## config.mk

```make
export PLATFORM = sky130hd
export DESIGN_NAME = sys_ctrl_v2
export DESIGN_NICKNAME = d
export VERILOG_FILES = /design/src/rtl/sys_ctrl_v2.sv
export SDC_FILE = /design/constraint.sdc
export NUM_CORES = 1
export LEC_CHECK = 0
export CAP_MARGIN = 15
export CORE_MARGIN = 2
export CORE_UTILIZATION = 30
export CTS_CLUSTER_DIAMETER = 30
export DETAILED_ROUTE_END_ITERATION = 10
export PLACE_DENSITY = 0.51
export SYNTH_ARGS = -nofsm -noshare
export SYNTH_HDL_FRONTEND = slang
export SYNTH_SLANG_ARGS = --single-unit
```

## constraint.sdc

```tcl
create_clock -name CLK -period 3.9 [get_ports CLK]
set_clock_uncertainty 0.15 [all_clocks]
set_input_delay 0.78 -clock CLK [delete_from_list [all_inputs] [get_ports CLK]]
set_output_delay 0.78 -clock CLK [all_outputs]
set_load 0.005 [all_outputs]
```

## src/rtl/sys_ctrl_v2.sv

```systemverilog
// Frame decoder and sequencer that links the UART RX byte stream to the register file, ALU and TX FIFO.
// Optional inter-byte timeout enabled by defining SYS_CTRL_TIMEOUT_EN.
module sys_ctrl_v2 #(
  parameter int unsigned DATA_WIDTH     = 8,
  parameter int unsigned ADDR_WIDTH     = 4,
  parameter int unsigned ALU_FUN_WIDTH  = 4,
  parameter int unsigned TIMEOUT_CYCLES = 1024
) (
  input  logic                       CLK,
  input  logic                       RST,
  input  logic [DATA_WIDTH-1:0]      RX_P_DATA,
  input  logic                       RX_D_VLD,
  input  logic [2*DATA_WIDTH-1:0]    ALU_OUT,
  input  logic                       OUT_Valid,
  input  logic [DATA_WIDTH-1:0]      RdData,
  input  logic                       RdData_Valid,
  input  logic                       FIFO_FULL,
  output logic [ALU_FUN_WIDTH-1:0]   ALU_FUN,
  output logic                       EN,
  output logic                       CLK_EN,
  output logic [ADDR_WIDTH-1:0]      Address,
  output logic                       WrEn,
  output logic                       RdEn,
  output logic [DATA_WIDTH-1:0]      WrData,
  output logic [DATA_WIDTH-1:0]      TX_P_DATA,
  output logic                       TX_D_VLD,
  output logic                       CMD_ERR
);

  localparam int unsigned RES_WIDTH = 2 * DATA_WIDTH;

  localparam logic [DATA_WIDTH-1:0] CMD_WR     = DATA_WIDTH'(8'hAA);
  localparam logic [DATA_WIDTH-1:0] CMD_RD     = DATA_WIDTH'(8'hBB);
  localparam logic [DATA_WIDTH-1:0] CMD_ALU_OP = DATA_WIDTH'(8'hCC);
  localparam logic [DATA_WIDTH-1:0] CMD_ALU    = DATA_WIDTH'(8'hDD);
  localparam logic [DATA_WIDTH-1:0] CMD_BW     = DATA_WIDTH'(8'hEE);

  typedef enum logic [3:0] {
    IDLE, WR_ADDR, WR_DATA, RD_ADDR, RD_WAIT, OP_A, OP_B, ALU_FUN_S,
    ALU_WAIT, BW_ADDR, BW_CNT, BW_DATA, TX_LO, TX_HI
  } state_t;

  state_t                 state;
  logic [ADDR_WIDTH-1:0]  addr_r;
  logic [DATA_WIDTH-1:0]  cnt_r;
  logic [RES_WIDTH-1:0]   res;
  logic                   is_alu;

`ifdef SYS_CTRL_TIMEOUT_EN
  localparam int unsigned TO_WIDTH = $clog2(TIMEOUT_CYCLES + 1);
  logic [TO_WIDTH-1:0] to_cnt;
  logic                rx_state;

  // States that expect another byte of the current frame
  assign rx_state = (state inside {WR_ADDR, WR_DATA, RD_ADDR, OP_A, OP_B, ALU_FUN_S,
                                   BW_ADDR, BW_CNT, BW_DATA});
`endif

  always_ff @(posedge CLK or negedge RST) begin
    if (!RST) begin
      state     <= IDLE;
      addr_r    <= '0;
      cnt_r     <= '0;
      res       <= '0;
      is_alu    <= 1'b0;
      ALU_FUN   <= '0;
      EN        <= 1'b0;
      CLK_EN    <= 1'b0;
      Address   <= '0;
      WrEn      <= 1'b0;
      RdEn      <= 1'b0;
      WrData    <= '0;
      TX_P_DATA <= '0;
      TX_D_VLD  <= 1'b0;
      CMD_ERR   <= 1'b0;
`ifdef SYS_CTRL_TIMEOUT_EN
      to_cnt    <= '0;
`endif
    end else begin
      WrEn     <= 1'b0;
      RdEn     <= 1'b0;
      TX_D_VLD <= 1'b0;
      CMD_ERR  <= 1'b0;
      case (state)
        IDLE: if (RX_D_VLD) begin
          case (RX_P_DATA)
            CMD_WR:     state <= WR_ADDR;
            CMD_RD:     state <= RD_ADDR;
            CMD_ALU_OP: state <= OP_A;
            CMD_ALU: begin
              state  <= ALU_FUN_S;
              CLK_EN <= 1'b1;
            end
            CMD_BW:     state <= BW_ADDR;
            default:    CMD_ERR <= 1'b1;
          endcase
        end
        WR_ADDR: if (RX_D_VLD) begin
          addr_r <= RX_P_DATA[ADDR_WIDTH-1:0];
          state  <= WR_DATA;
        end
        WR_DATA: if (RX_D_VLD) begin
          WrEn    <= 1'b1;
          Address <= addr_r;
          WrData  <= RX_P_DATA;
          state   <= IDLE;
        end
        RD_ADDR: if (RX_D_VLD) begin
          RdEn    <= 1'b1;
          Address <= RX_P_DATA[ADDR_WIDTH-1:0];
          state   <= RD_WAIT;
        end
        RD_WAIT: if (RdData_Valid) begin
          res    <= RES_WIDTH'(RdData);
          is_alu <= 1'b0;
          state  <= TX_LO;
        end
        OP_A: if (RX_D_VLD) begin
          WrEn    <= 1'b1;
          Address <= '0;
          WrData  <= RX_P_DATA;
          state   <= OP_B;
        end
        OP_B: if (RX_D_VLD) begin
          WrEn    <= 1'b1;
          Address <= ADDR_WIDTH'(1);
          WrData  <= RX_P_DATA;
          CLK_EN  <= 1'b1;
          state   <= ALU_FUN_S;
        end
        ALU_FUN_S: if (RX_D_VLD) begin
          ALU_FUN <= RX_P_DATA[ALU_FUN_WIDTH-1:0];
          EN      <= 1'b1;
          state   <= ALU_WAIT;
        end
        ALU_WAIT: if (OUT_Valid) begin
          res    <= ALU_OUT;
          is_alu <= 1'b1;
          EN     <= 1'b0;
          CLK_EN <= 1'b0;
          state  <= TX_LO;
        end
        BW_ADDR: if (RX_D_VLD) begin
          addr_r <= RX_P_DATA[ADDR_WIDTH-1:0];
          state  <= BW_CNT;
        end
        BW_CNT: if (RX_D_VLD) begin
          if (RX_P_DATA == '0) begin
            CMD_ERR <= 1'b1;
            state   <= IDLE;
          end else begin
            cnt_r <= RX_P_DATA;
            state <= BW_DATA;
          end
        end
        BW_DATA: if (RX_D_VLD) begin
          WrEn    <= 1'b1;
          Address <= addr_r;
          WrData  <= RX_P_DATA;
          addr_r  <= addr_r + ADDR_WIDTH'(1);
          cnt_r   <= cnt_r - DATA_WIDTH'(1);
          if (cnt_r == DATA_WIDTH'(1)) state <= IDLE;
        end
        TX_LO: if (!FIFO_FULL) begin
          TX_D_VLD  <= 1'b1;
          TX_P_DATA <= res[DATA_WIDTH-1:0];
          state     <= is_alu ? TX_HI : IDLE;
        end
        // One idle cycle after the low word lets FIFO_FULL reflect that write
        TX_HI: if (!FIFO_FULL && !TX_D_VLD) begin
          TX_D_VLD  <= 1'b1;
          TX_P_DATA <= res[RES_WIDTH-1:DATA_WIDTH];
          state     <= IDLE;
        end
        default: state <= IDLE;
      endcase
`ifdef SYS_CTRL_TIMEOUT_EN
      if (rx_state && !RX_D_VLD) begin
        if (to_cnt == TO_WIDTH'(TIMEOUT_CYCLES - 1)) begin
          to_cnt  <= '0;
          CMD_ERR <= 1'b1;
          CLK_EN  <= 1'b0;
          state   <= IDLE;
        end else begin
          to_cnt <= to_cnt + TO_WIDTH'(1);
        end
      end else begin
        to_cnt <= '0;
      end
`endif
    end
  end

endmodule

```

==> out/qor.log <==
qor: outcome.run_status finished clean
qor: setup_path.reg2reg_from state[1]
qor: hold_path.min-delay-path-class in2async
qor: setup_path.crit_path_max_fo 9
qor: timing.final-max-slew-violation-count 0
qor: setup_path.cp.arrival 2.82 ns
qor: power.ir_worst_vdd 250 uV
qor: timing.final_critical_path_time_including_i_o_delays_and_setup 2.74 ns
qor: cts.hold_buffers 0
qor: flow_run.max_cap_violations 0
qor: logic_synthesis.yosys.area_share.adder 1.14%
qor: placed_design.detailed_place_hpwl 5970 um
qor: logic_synthesis.syn_avg_cell_area 10.2 um^2
qor: logic_synthesis.synth.area.top_cells dfrtp_1 48%, mux2_2 5.5%, mux2i_1 5.2%
qor: routing.detail_route.wirelength.met1 4160 um
qor: layout.diodes 0
qor: timing.finalCritPeriodShare 70.3%
qor: setup_path.timing.critical_path.buf_inv 1
qor: logic_synthesis.yosysMostFrequentCell dfrtp_1
qor: logic_synthesis.synth_xor_area_share 0.531%
qor: cts.cts.sinks 63
qor: global_routing.grt_remaining_overflow 0
qor: timing.finalSetupTns 0 ns
qor: placed_design.final_estimated_routing_congestion_in_global_placement 0.770
qor: cts.cts_resized 0
qor: layout.final_core_utilization 39.6%
qor: power.pwr_density_cell 709 mW/mm^2
qor: setup_path.setup.worst_path.end_class flip-flop
qor: setup_path.critPathLaunch RX_P_DATA[1]
qor: setup_path.timing.reg2reg.setup_slack 1.27 ns
qor: logic_synthesis.synth.area.mux_share 11.1%
qor: floorplanning.chipHeight 109 um
qor: routing.top_layer_used met4
qor: routing.detail-route-antenna-nets 0
qor: cts.clk-insertion-delay-late 0.35 ns
qor: cts.clock_tree_from_tritoncts yes
qor: logic_synthesis.ys_warn_count 0
qor: floorplanning.core-area 0.0108 mm^2
qor: setup_path.capture_point_of_the_worst_path state[3]
qor: cts.cts.repair_timing.setup_buffer_count 0
qor: timing.worst-slew-pin-transition 0.775 ns
qor: cts.cts.path.max_buffers 2
qor: timing.finalSetupViolCount 0
qor: routing.drc 0
qor: routing.postRouteWirelength 8490 um
qor: logic_synthesis.postSynth.asyncResetShare 100%
qor: cts.cts_buffers 9
qor: layout.areaGrowthSynthToFinish 29.4%
qor: cts.htree_levels 3
qor: timing.timing.final.hold_violations 0
qor: cts.cts.reportedPaths.clkPinSlew 0.07 ns
qor: setup_path.path_cells clkdlybuf4s50_1, nand4bb_4, a21boi_2, o41ai_2, o41ai_2, mux2_4
qor: logic_synthesis.netlist-cell-type-count 58
qor: setup_path.worstSetupPathType in2reg
qor: global_routing.grt_start_max_net_pins 41
qor: layout.area_of_combinational_cells_with_multiple_inputs 0.00159 mm^2
qor: setup_path.critical_path.max_stage_delay 0.69 ns
qor: global_routing.grt_pass1_vias 2705
qor: floorplanning.num_io_pins 68
qor: logic_synthesis.synth.ff_latch_count 63
qor: logic_synthesis.synth_enable_flop_cells 0
qor: routing.avgRoutedWirePerCell 16.1 um
qor: logic_synthesis.synthSimpleGateAreaFrac 15.0%
qor: logic_synthesis.most_used_flip_flop_cell_after_synthesis dfrtp_1
qor: floorplanning.floorplan.die.width 109 um
qor: logic_synthesis.syn-num-nets 365
qor: layout.instances_no_fill 529
qor: setup_path.timing.rr.end WrData[2]
qor: power.leakage_dissipation 1.83 nW
qor: floorplanning.initial_core_util 30.6%
qor: logic_synthesis.yosysTopAreaCell dfrtp_1
qor: global_routing.track_usage 15.6%
qor: setup_path.timing.critical_path.slowest_stage_cell clkdlybuf4s50_1
qor: logic_synthesis.syn-instance-count 324
qor: logic_synthesis.synth_seq_area_share 47.7%
qor: setup_path.worstSetupStartpointType input pin
qor: setup_path.critical_path_rt 3.98 ns
qor: logic_synthesis.synth.cell_area 0.00330 mm^2
qor: placed_design.place.port_buffers 67
qor: layout.filler_cell_count 1090
qor: routing.met3_length 431 um
qor: layout.design.final.nets 425
qor: setup_path.timing.critical_path.mode_cell o41ai_2
qor: routing.routed-via-count 2679
qor: routing.vias_per_cell 5.06
qor: timing.achievable-frequency 365 MHz
qor: timing.relSlewSlack 48.2%
qor: routing.met2_length 3800 um
qor: layout.final_layout_size_suffix_gt1_share 12.6%
qor: logic_synthesis.combinational_family_with_the_most_area_after_synthesis compound AO/OA/AOI/OAI gates
qor: layout.final-seq-area 0.00158 mm^2
qor: logic_synthesis.netlist_top_cells_count 63 x dfrtp_1, 39 x nand2_1, 31 x o21ai_0, 17 x mux2i_1
qor: floorplanning.die-area 0.0119 mm^2
qor: setup_path.worst-r2r-cell-count 5
qor: routing.drt-pass1-iter-count 4
qor: routing.drc_violation_total_after_the_first_tritonroute_iteration 185
qor: setup_path.worstSetupPathDepth 6
qor: cts.cts.root.buffer_cell clkbuf_8
qor: logic_synthesis.yosys.area.top_type_share 47.7%
qor: setup_path.cp_top_family compound AO/OA/AOI/OAI gates
qor: global_routing.antenna_violations_before_repair 0
qor: timing.setup_repair_after_global_routing_missed_its_margin no
qor: floorplanning.floorplan.rows 38
qor: logic_synthesis.synth-compound-area-share 20.4%
qor: placed_design.post-place-cells 513
qor: global_routing.grt_first_pass_wirelength 14200 um
==> final cells by class <==
cell class | count | share of cell area, %
well taps | 140 | 4.10
multi-input cells | 230 | 37.1
clock inverters | 3 | 0.937
clock buffers | 13 | 3.95
repair buffers | 70 | 16.1
flip-flops and latches | 63 | 36.9
inverters | 10 | 0.878
==> layout by cell type (no fill, tap or decap), types with 4 or more instances in the layout <==
| cell | n |
|---|---|
| o21ai_0 | 31 |
| o21a_1 | 4 |
| a21oi_1 | 14 |
| nand2_1 | 39 |
| a31oi_1 | 4 |
| mux2i_1 | 17 |
| nor4_1 | 4 |
| or2_2 | 4 |
| clkbuf_8 | 12 |
| nor2_1 | 16 |
| clkdlybuf4s50_1 | 66 |
| dfrtp_1 | 63 |
| mux2_2 | 16 |
| nor3_1 | 6 |
| inv_1 | 10 |
| a22o_1 | 14 |
==> sequential cells by signal, indices dropped and copies added (netlist names), 4 cells and up <==
register,flops
ALU_FUN,4
Address,4
TX_P_DATA,8
WrData,8
addr_r,4
cnt_r,8
res,16
state,4
==> power by group <==
group	total (mW)	internal [mW]	switching, mW
clock network	0.602	0.346	0.257
logic	1.23	0.677	0.553
registers	1.20	0.942	0.256
==> how the worst min path moves through the flow <==
| stage | from | end | depth (start not counted) |
|---|---|---|---|
| 2_1_floorplan | res[0] | res[0] | 2 |
| 6_report | RST | WrEn | 1 |
| 3_5_place_dp | res[3] | res[3] | 2 |
| 4_1_cts | RST | WrEn | 1 |
| 5_1_grt | RST | addr_r[1] | 1 |
| 3_3_place_gp | res[0] | res[0] | 2 |
==> worst reg2reg max path, cell delays in order (launching register included) <==
cell      delay (ns)
dfrtp_1         0.72
inv_1           0.28
and3_1          0.23
a21oi_1         0.30
nand2b_1        0.45
mux2_2          0.39
==> layer usage <==
metal	track usage, %	vias up
li1	-	1308
met4	6.04	0
met5	0	-
met2	22.3	70
met1	22.8	1294
met3	3.59	7
==> logic make-up after synthesis <==
kind of cell	after synthesis
adders and majority gates	3
AOI/OAI and AO/OA	97
buffers and inverters	31
DFF	63
and+or+nand+nor	94
muxes	34
xor gates and xnor gates	2
==> stage by stage <==
| stage | hold WS, ns | power (mW) | area [um^2] | setup slack [ns] |
|---|---|---|---|---|
| after global placement | 0.312 | 2.44 | 4070 | 0.869 |
| after global routing | 0.307 | 3.27 | 4270 | 1.05 |
| final | 0.268 | 3.03 | 4270 | 1.16 |
| after floorplan | 0.300 | 1.91 | 3300 | 1.53 |
| after detailed placement | 0.320 | 2.44 | 4070 | 0.808 |
| after CTS | 0.278 | 3.05 | 4270 | 1.18 |
Power figures use the tool's default switching activity.
